`config.mk`:
```
export PLATFORM = sky130hd
export DESIGN_NAME = mem_lsu
export DESIGN_NICKNAME = d
export VERILOG_FILES = /design/src/rtl/mem_lsu.sv
export SDC_FILE = /design/constraint.sdc
export NUM_CORES = 1
export LEC_CHECK = 0
export ABC_AREA = 1
export CORE_ASPECT_RATIO = 1.4
export CORE_MARGIN = 2
export CORE_UTILIZATION = 46
export DETAILED_ROUTE_END_ITERATION = 10
export GPL_ROUTABILITY_DRIVEN = 0
export PLACE_DENSITY = 0.78
export SETUP_SLACK_MARGIN = 0.4
export SYNTH_ARGS = -nofsm -noshare
export SYNTH_HDL_FRONTEND = slang
export SYNTH_SLANG_ARGS = --single-unit
```
`constraint.sdc`:
```
create_clock -name clk -period 2.2 [get_ports clk]
set_clock_uncertainty 0.2 [all_clocks]
set_input_delay 0.55 -clock clk [delete_from_list [all_inputs] [get_ports clk]]
set_output_delay 0.55 -clock clk [all_outputs]
set_load 0.005 [all_outputs]
```
`src/rtl/mem_lsu.sv`:
```
// Multi-cycle MIPS load/store unit: req/ack data-bus handshake with pipeline stall,
// address-error, bus-error/timeout reporting and flush handling.
module mem_lsu #(
  parameter int ADDR_W  = 32,
  parameter int TIMEOUT = 64
) (
  input  logic              clk,
  input  logic              rst_n,
  input  logic              valid_i,
  input  logic              flush_i,
  input  logic [7:0]        aluop_i,
  input  logic [ADDR_W-1:0] mem_addr_i,
  input  logic [31:0]       reg2_i,
  input  logic [4:0]        wd_i,
  input  logic              wreg_i,
  input  logic [31:0]       wdata_i,
  input  logic              whilo_i,
  input  logic [31:0]       hi_i,
  input  logic [31:0]       lo_i,
  output logic [4:0]        wd_o,
  output logic              wreg_o,
  output logic [31:0]       wdata_o,
  output logic              whilo_o,
  output logic [31:0]       hi_o,
  output logic [31:0]       lo_o,
  output logic              stall_req_o,
  output logic              bus_req_o,
  output logic              bus_we_o,
  output logic [ADDR_W-1:0] bus_addr_o,
  output logic [3:0]        bus_sel_o,
  output logic [31:0]       bus_wdata_o,
  input  logic              bus_ack_i,
  input  logic              bus_err_i,
  input  logic [31:0]       bus_rdata_i,
  output logic              excp_adel_o,
  output logic              excp_ades_o,
  output logic              excp_bus_o,
  output logic [ADDR_W-1:0] badvaddr_o
);

  localparam logic [7:0] OP_LB  = 8'b1110_0000;
  localparam logic [7:0] OP_LBU = 8'b1110_0100;
  localparam logic [7:0] OP_LH  = 8'b1110_0001;
  localparam logic [7:0] OP_LHU = 8'b1110_0101;
  localparam logic [7:0] OP_LW  = 8'b1110_0011;
  localparam logic [7:0] OP_LWL = 8'b1110_0010;
  localparam logic [7:0] OP_LWR = 8'b1110_0110;
  localparam logic [7:0] OP_SB  = 8'b1110_1000;
  localparam logic [7:0] OP_SH  = 8'b1110_1001;
  localparam logic [7:0] OP_SW  = 8'b1110_1011;
  localparam logic [7:0] OP_SWL = 8'b1110_1010;
  localparam logic [7:0] OP_SWR = 8'b1110_1110;
  localparam logic [31:0] TO    = 32'(TIMEOUT);

  typedef enum logic [1:0] {IDLE = 2'd0, REQ = 2'd1, RESP = 2'd2} state_t;

  function automatic logic is_load(input logic [7:0] op);
    is_load = (op == OP_LB) || (op == OP_LBU) || (op == OP_LH) || (op == OP_LHU) ||
              (op == OP_LW) || (op == OP_LWL) || (op == OP_LWR);
  endfunction

  function automatic logic is_store(input logic [7:0] op);
    is_store = (op == OP_SB) || (op == OP_SH) || (op == OP_SW) ||
               (op == OP_SWL) || (op == OP_SWR);
  endfunction

  function automatic logic misaligned(input logic [7:0] op, input logic [1:0] off);
    case (op)
      OP_LH, OP_LHU, OP_SH: misaligned = off[0];
      OP_LW, OP_SW:         misaligned = |off;
      default:              misaligned = 1'b0;
    endcase
  endfunction

  // Lane 0 is the most significant byte (big-endian), hence sel bit 3 for offset 0
  function automatic logic [3:0] lane_sel(input logic [7:0] op, input logic [1:0] off);
    case (op)
      OP_SB, OP_LB, OP_LBU: lane_sel = 4'b1000 >> off;
      OP_SH, OP_LH, OP_LHU: lane_sel = off[1] ? 4'b0011 : 4'b1100;
      OP_SWL:               lane_sel = 4'b1111 >> off;
      OP_SWR:               lane_sel = 4'b1111 << (2'd3 - off);
      default:              lane_sel = 4'b1111;
    endcase
  endfunction

  function automatic logic [31:0] lane_data(input logic [7:0] op, input logic [1:0] off,
                                            input logic [31:0] r2);
    case (op)
      OP_SB:   lane_data = {4{r2[7:0]}};
      OP_SH:   lane_data = {2{r2[15:0]}};
      OP_SWL:  lane_data = r2 >> {off, 3'b000};
      OP_SWR:  lane_data = r2 << {(2'd3 - off), 3'b000};
      default: lane_data = r2;
    endcase
  endfunction

  function automatic logic [31:0] load_result(input logic [7:0] op, input logic [1:0] off,
                                              input logic [31:0] rd, input logic [31:0] r2);
    logic [7:0]  b;
    logic [15:0] h;
    b = 8'(rd >> {(2'd3 - off), 3'b000});
    h = off[1] ? rd[15:0] : rd[31:16];
    case (op)
      OP_LB:   load_result = {{24{b[7]}}, b};
      OP_LBU:  load_result = {24'd0, b};
      OP_LH:   load_result = {{16{h[15]}}, h};
      OP_LHU:  load_result = {16'd0, h};
      OP_LWL:  load_result = (rd << {off, 3'b000}) | (r2 & ~(32'hFFFF_FFFF << {off, 3'b000}));
      OP_LWR:  load_result = (rd >> {(2'd3 - off), 3'b000}) |
                             (r2 & ~(32'hFFFF_FFFF >> {(2'd3 - off), 3'b000}));
      default: load_result = rd;
    endcase
  endfunction

  state_t              state_r, state_s;
  logic [31:0]         cnt_r;
  logic [7:0]          op_r;
  logic [ADDR_W-1:0]   addr_r;
  logic [31:0]         reg2_r, wdata_r, hi_r, lo_r, res_r;
  logic [4:0]          wd_r;
  logic                wreg_r, whilo_r, flushed_r, err_r;
  logic                mem_op_s, mis_s, go_s, timeout_s, done_s, err_s, squash_s;

  assign mem_op_s  = valid_i && (is_load(aluop_i) || is_store(aluop_i));
  assign mis_s     = mem_op_s && misaligned(aluop_i, mem_addr_i[1:0]);
  assign go_s      = mem_op_s && !mis_s && !flush_i;
  assign timeout_s = (TO != 32'd0) && (cnt_r == TO);
  assign err_s     = bus_err_i || timeout_s;
  assign done_s    = bus_ack_i || err_s;
  assign squash_s  = flushed_r || flush_i;

  // State register
  always_ff @(posedge clk or negedge rst_n) begin
    if (!rst_n) state_r <= IDLE;
    else        state_r <= state_s;
  end

  // Next-state logic
  always_comb begin
    state_s = state_r;
    case (state_r)
      IDLE:    state_s = go_s ? REQ : IDLE;
      REQ:     if (done_s) state_s = squash_s ? IDLE : RESP;
               else        state_s = REQ;
      RESP:    state_s = IDLE;
      default: state_s = IDLE;
    endcase
  end

  // Bus outputs, latched operation fields, timeout counter and captured result
  always_ff @(posedge clk or negedge rst_n) begin
    if (!rst_n) begin
      bus_req_o <= 1'b0;  bus_we_o <= 1'b0;  bus_sel_o <= 4'd0;
      bus_addr_o <= '0;   bus_wdata_o <= 32'd0;
      cnt_r <= 32'd0;     op_r <= 8'd0;      addr_r <= '0;
      reg2_r <= 32'd0;    wdata_r <= 32'd0;  hi_r <= 32'd0;  lo_r <= 32'd0;
      res_r <= 32'd0;     wd_r <= 5'd0;      wreg_r <= 1'b0; whilo_r <= 1'b0;
      flushed_r <= 1'b0;  err_r <= 1'b0;
    end else if (state_r == IDLE) begin
      if (go_s) begin
        bus_req_o   <= 1'b1;
        bus_we_o    <= is_store(aluop_i);
        bus_sel_o   <= lane_sel(aluop_i, mem_addr_i[1:0]);
        bus_addr_o  <= {mem_addr_i[ADDR_W-1:2], 2'b00};
        bus_wdata_o <= lane_data(aluop_i, mem_addr_i[1:0], reg2_i);
        cnt_r <= 32'd0;     op_r <= aluop_i;   addr_r <= mem_addr_i;
        reg2_r <= reg2_i;   wdata_r <= wdata_i; hi_r <= hi_i;  lo_r <= lo_i;
        wd_r <= wd_i;       wreg_r <= wreg_i;  whilo_r <= whilo_i;
        flushed_r <= 1'b0;  err_r <= 1'b0;
      end else begin
        bus_req_o <= 1'b0;
      end
    end else if (state_r == REQ) begin
      cnt_r <= cnt_r + 32'd1;
      if (flush_i) flushed_r <= 1'b1;
      else         flushed_r <= flushed_r;
      if (done_s) begin
        bus_req_o <= 1'b0;
        err_r     <= err_s;
        res_r     <= is_load(op_r) ? load_result(op_r, addr_r[1:0], bus_rdata_i, reg2_r)
                                   : wdata_r;
      end else begin
        bus_req_o <= 1'b1;
      end
    end else begin
      bus_req_o <= 1'b0;
    end
  end

  // Write-back, stall and exception outputs
  always_comb begin
    wd_o = wd_i;  wreg_o = wreg_i;  wdata_o = wdata_i;
    whilo_o = whilo_i;  hi_o = hi_i;  lo_o = lo_i;
    stall_req_o = 1'b0;
    excp_adel_o = 1'b0;  excp_ades_o = 1'b0;  excp_bus_o = 1'b0;
    badvaddr_o  = '0;
    case (state_r)
      IDLE: begin
        if (flush_i) begin
          wreg_o = 1'b0;  whilo_o = 1'b0;
        end else if (mis_s) begin
          excp_adel_o = is_load(aluop_i);
          excp_ades_o = is_store(aluop_i);
          badvaddr_o  = mem_addr_i;
          wreg_o      = 1'b0;
        end else if (go_s) begin
          stall_req_o = 1'b1;  wreg_o = 1'b0;  whilo_o = 1'b0;
        end else begin
          stall_req_o = 1'b0;
        end
      end
      REQ: begin
        wreg_o = 1'b0;  whilo_o = 1'b0;
        stall_req_o = !(done_s && squash_s);
      end
      RESP: begin
        wd_o = wd_r;  wdata_o = res_r;  hi_o = hi_r;  lo_o = lo_r;
        wreg_o  = wreg_r && !err_r;
        whilo_o = whilo_r && !err_r;
        excp_bus_o = err_r;
        badvaddr_o = err_r ? addr_r : '0;
      end
      default: stall_req_o = 1'b0;
    endcase
  end

endmodule

```
==> results of run 1 <==
## synthesized netlist by cell type, drive strengths merged (5+ instances only)
library cell,n
a21oi,30
buf,124
clkbuf,61
dfrtp,281
inv,261
nand2,976
nand3,223
nand4,27
nor2,147
nor3,34
o211ai,14
o21a,8
o21ai,431
or2,17
xor2,5
## per-stage QoR
step	cells	instance area (um2)	setup TNS [ns]	hold slack (ns)	total power (W)
finish	3860	26100	-119.77	0.262	0.0172
global route	3859	26100	-166.90	0.265	0.0181
CTS	3821	25800	-117.78	0.250	0.0172
detailed placement	3748	24600	-340.76	0.249	0.0121
global placement	3748	24600	-320.80	0.252	0.0119
floorplan	2658	17900	-5.04	0.0544	0.00933
## worst paths after layout
path,depth (start not counted),endpoint,from
setup / recovery,11,badvaddr_o[4],aluop_i[4]
max in group asynchronous,3,bus_wdata_o[5],rst_n
hold / removal,2,bus_wdata_o[4],rst_n
min in group clk,4,op_r[3],aluop_i[3]
setup reg to reg,13,res_r[25],cnt_r[0]
hold reg to reg,1,op_r[6],op_r[6]
## layer usage
metal  part of all wire [%]  wire length, um
met1                     37            25400
met2                     48            32900
met3                    7.3             5010
met4                    7.4             5050
met5                      0                0
## flip-flops by register name, indices dropped and copies added, names as in the netlist, 4 cells and up
name / flops
res_r: 32
wd_r: 5
hi_r: 32
op_r: 8
bus_wdata_o: 32
wdata_r: 32
addr_r: 32
cnt_r: 32
bus_sel_o: 4
lo_r: 32
reg2_r: 32
## logic make-up after synthesis
kind of cell / count (synthesis) / synth area share [%]
AOI/OAI and AO/OA: 489 / 14.3
xor gates and xnor gates: 6 / 0.299
adders and majority gates: 2 / 0.142
buffers and inverters: 447 / 11.7
DFF: 281 / 39.9
muxes: 2 / 0.114
other: 1 / 0.0213
and+or+nand+nor: 1429 / 33.5
## cells in the final DEF, fill, tap and decap left out, types with 10 or more instances in the layout
cell type / n
nand3_1: 215
clkbuf_2: 35
buf_2: 88
o21ai_0: 172
o21ai_1: 218
or2_2: 17
inv_1: 248
nor2_1: 133
inv_2: 10
buf_8: 12
buf_12: 27
o21ai_2: 41
o211ai_1: 14
a21oi_1: 30
buf_6: 24
clkbuf_16: 36
nand2_2: 25
buf_4: 366
nand2_1: 945
dfrtp_1: 280
dlymetal6s2s_1: 11
nor3_1: 32
nand4_1: 27
clkdlybuf4s50_1: 270
## power breakdown
group	switching (W)	internal, W	total, W	leakage, nW
Sequential	0.000731	0.00619	0.00692	3.67
Combinational	0.00270	0.00258	0.00527	9.21
Clock	0.00216	0.00284	0.00500	0.480
Total	0.00559	0.0116	0.0172	13.4
## final cells by class
| class | instances | share of cell area, % |
|---|---|---|
| repair buffers | 856 | 29.2 |
| diodes | 5 | 0.0480 |
| clock buffers | 40 | 3.29 |
| multi-input cells | 1930 | 34.0 |
| flip-flops and latches | 281 | 27.0 |
| well taps | 473 | 2.27 |
| clock inverters | 13 | 0.423 |
| inverters | 262 | 3.84 |
## worst max-delay path, stage by stage
cell             delay, ns
clkdlybuf4s15_2       0.27
inv_12                0.08
nand2_4               0.05
nor2_4                0.15
o211ai_1              0.17
nand2_2               0.12
nand4_1               0.12
buf_6                 0.17
buf_12                0.14
o21ai_0               0.15
clkbuf_2              0.15
## what timing repair did
action                                 in CTS  in global routing
buffers inserted                           15                 26
pin swaps                                  15                  6
endpoints found under the hold margin      57                  0
hold buffers                                1                  0
resized for setup                         261                404
setup endpoints to repair                 488                488
cloned                                      4                  8
==> metrics.md, run 1 <==
| Metric | Value |
|---|---|
| Synth Flop Type | dfrtp_1 |
| Vias after detailed routing | 21000 |
| Area of the multi-input gates | approximately 8900 um2 |
| CP max FO | 9 |
| Worst path arrival time | between 2 and 2.5 ns |
| Worst vdd ir | roughly 0.00051 V |
| Global-route wire length before repair | 106000 um |
| Final net count | 3575 |
| Leakage | 13.4 nW |
| Total global-route track usage | between 30 and 40% |
| DP Worst Slack | -1.43 ns |
| Slew Viols, Final | 0 |
| Share of layout cells above drive strength 1 | about 22% |
| Cts bufs inserted | 29 |
| H-tree levels | 1 |
| DP HPWL | 49300 um |
| DRC violations left | 0 |
| PnR worst setup slack | -0.681 ns |
| Status | finished with violations |
| Clock Tree Root | clkbuf_16 |
| Flops & latches, synth | ~280 |
| CP endpoint kind | primary output |
| ANT nets after route | 0 |
| Starting Density | about 47% |
| Synth Cell Area | 17600 um2 |
| Global-route track usage on met3 | about 5.0% |
| GR met1 Demand/Resource | roughly two fifths |
| Area grow syn2layout | 48.0% |
| Sink Count | approximately 280 |
| Max_slew headroom | about 28% |
| DIE HEIGHT | approximately 240 um |
| Synth cell types | 40 |
| Startpoint types | input pin |
| Setup CP Type | input pin to primary output |
| Unrepaired setup endpoints after global routing | true |
| Routed wire per std cell | approximately 18 um |
| Maxcap violations | 0 |
| Die footprint | 39900 um2 |
| Period minus WS final | 2.88 ns |
| Post-synth EDFFs | 0 |
| Sequential area share after synthesis | approximately 40% |
| Area leader, netlist | dfrtp_1 |
| Iter 0 DRT Violations | approximately 2200 |
| Vias per Instance | ~5.4 |
| Rows | 84 |
| Synth warnings | 0 |
| Final Hold Fails | 0 |
| Synth top area cells | dfrtp_1 (40%), nand2_1 (21%), o21ai_0 (7.9%) |
| Average instance area after synthesis | approximately 6.6 um2 |
| Drt total wl | between 60000 and 70000 um |
| Aggregate global routing overflow | 0 |
| Fin crit share | 131% |
| Peak Freq | roughly 350 MHz |
| Vias in the first global route | 20400 |
| Failing checks | negative setup slack |
| Clock tree buffer depth | 3 |
| Final Setup Violations | 423 |
| Largest net degree at the start of global routing | approximately 230 |
| Slew @ Worst Pin | roughly 1.1 ns |
| Initial antenna violation count | 5 |
| Met2 Resource Use GR | a little under three fifths |
| Setup slack, reg-to-reg | -0.17 ns |
| Port Buffers | 419 |
| Layout fillers | between 3000 and 4000 |
| Core area | approximately 38000 um2 |
| Worst skew pair latency | around 0.58 ns |
| Final Core Density | between 60% and 70% |
| Top cell type's share of synthesized area | between 30% and 40% |
| CTS tree | built |
| Asr flop ratio synth | 100% |
| Most crowded layer after global routing | met2 |
| # IOs | about 420 |
| HP Class | input pin to async pin |
| DR pass1 iterations | 8 |
| DIE WIDTH | 169 um |
| Storage cell area | 7030 um2 |
| PD cells | between 600 and 700 nW/um2 |
| Worst EP required | 1.45 ns |
| Clock-pin slew of the registers on the worst-case setup and hold paths | 0.07 ns |
| Synth Instances | 2657 |
(Power assumes the default switching activity.)
==> run 2: changes to the inputs <==
Settings changed: HOLD_SLACK_MARGIN from default to 0.06.
==> results of run 2 <==
The final DEF is identical to that of run 1; final timing and power are the same.
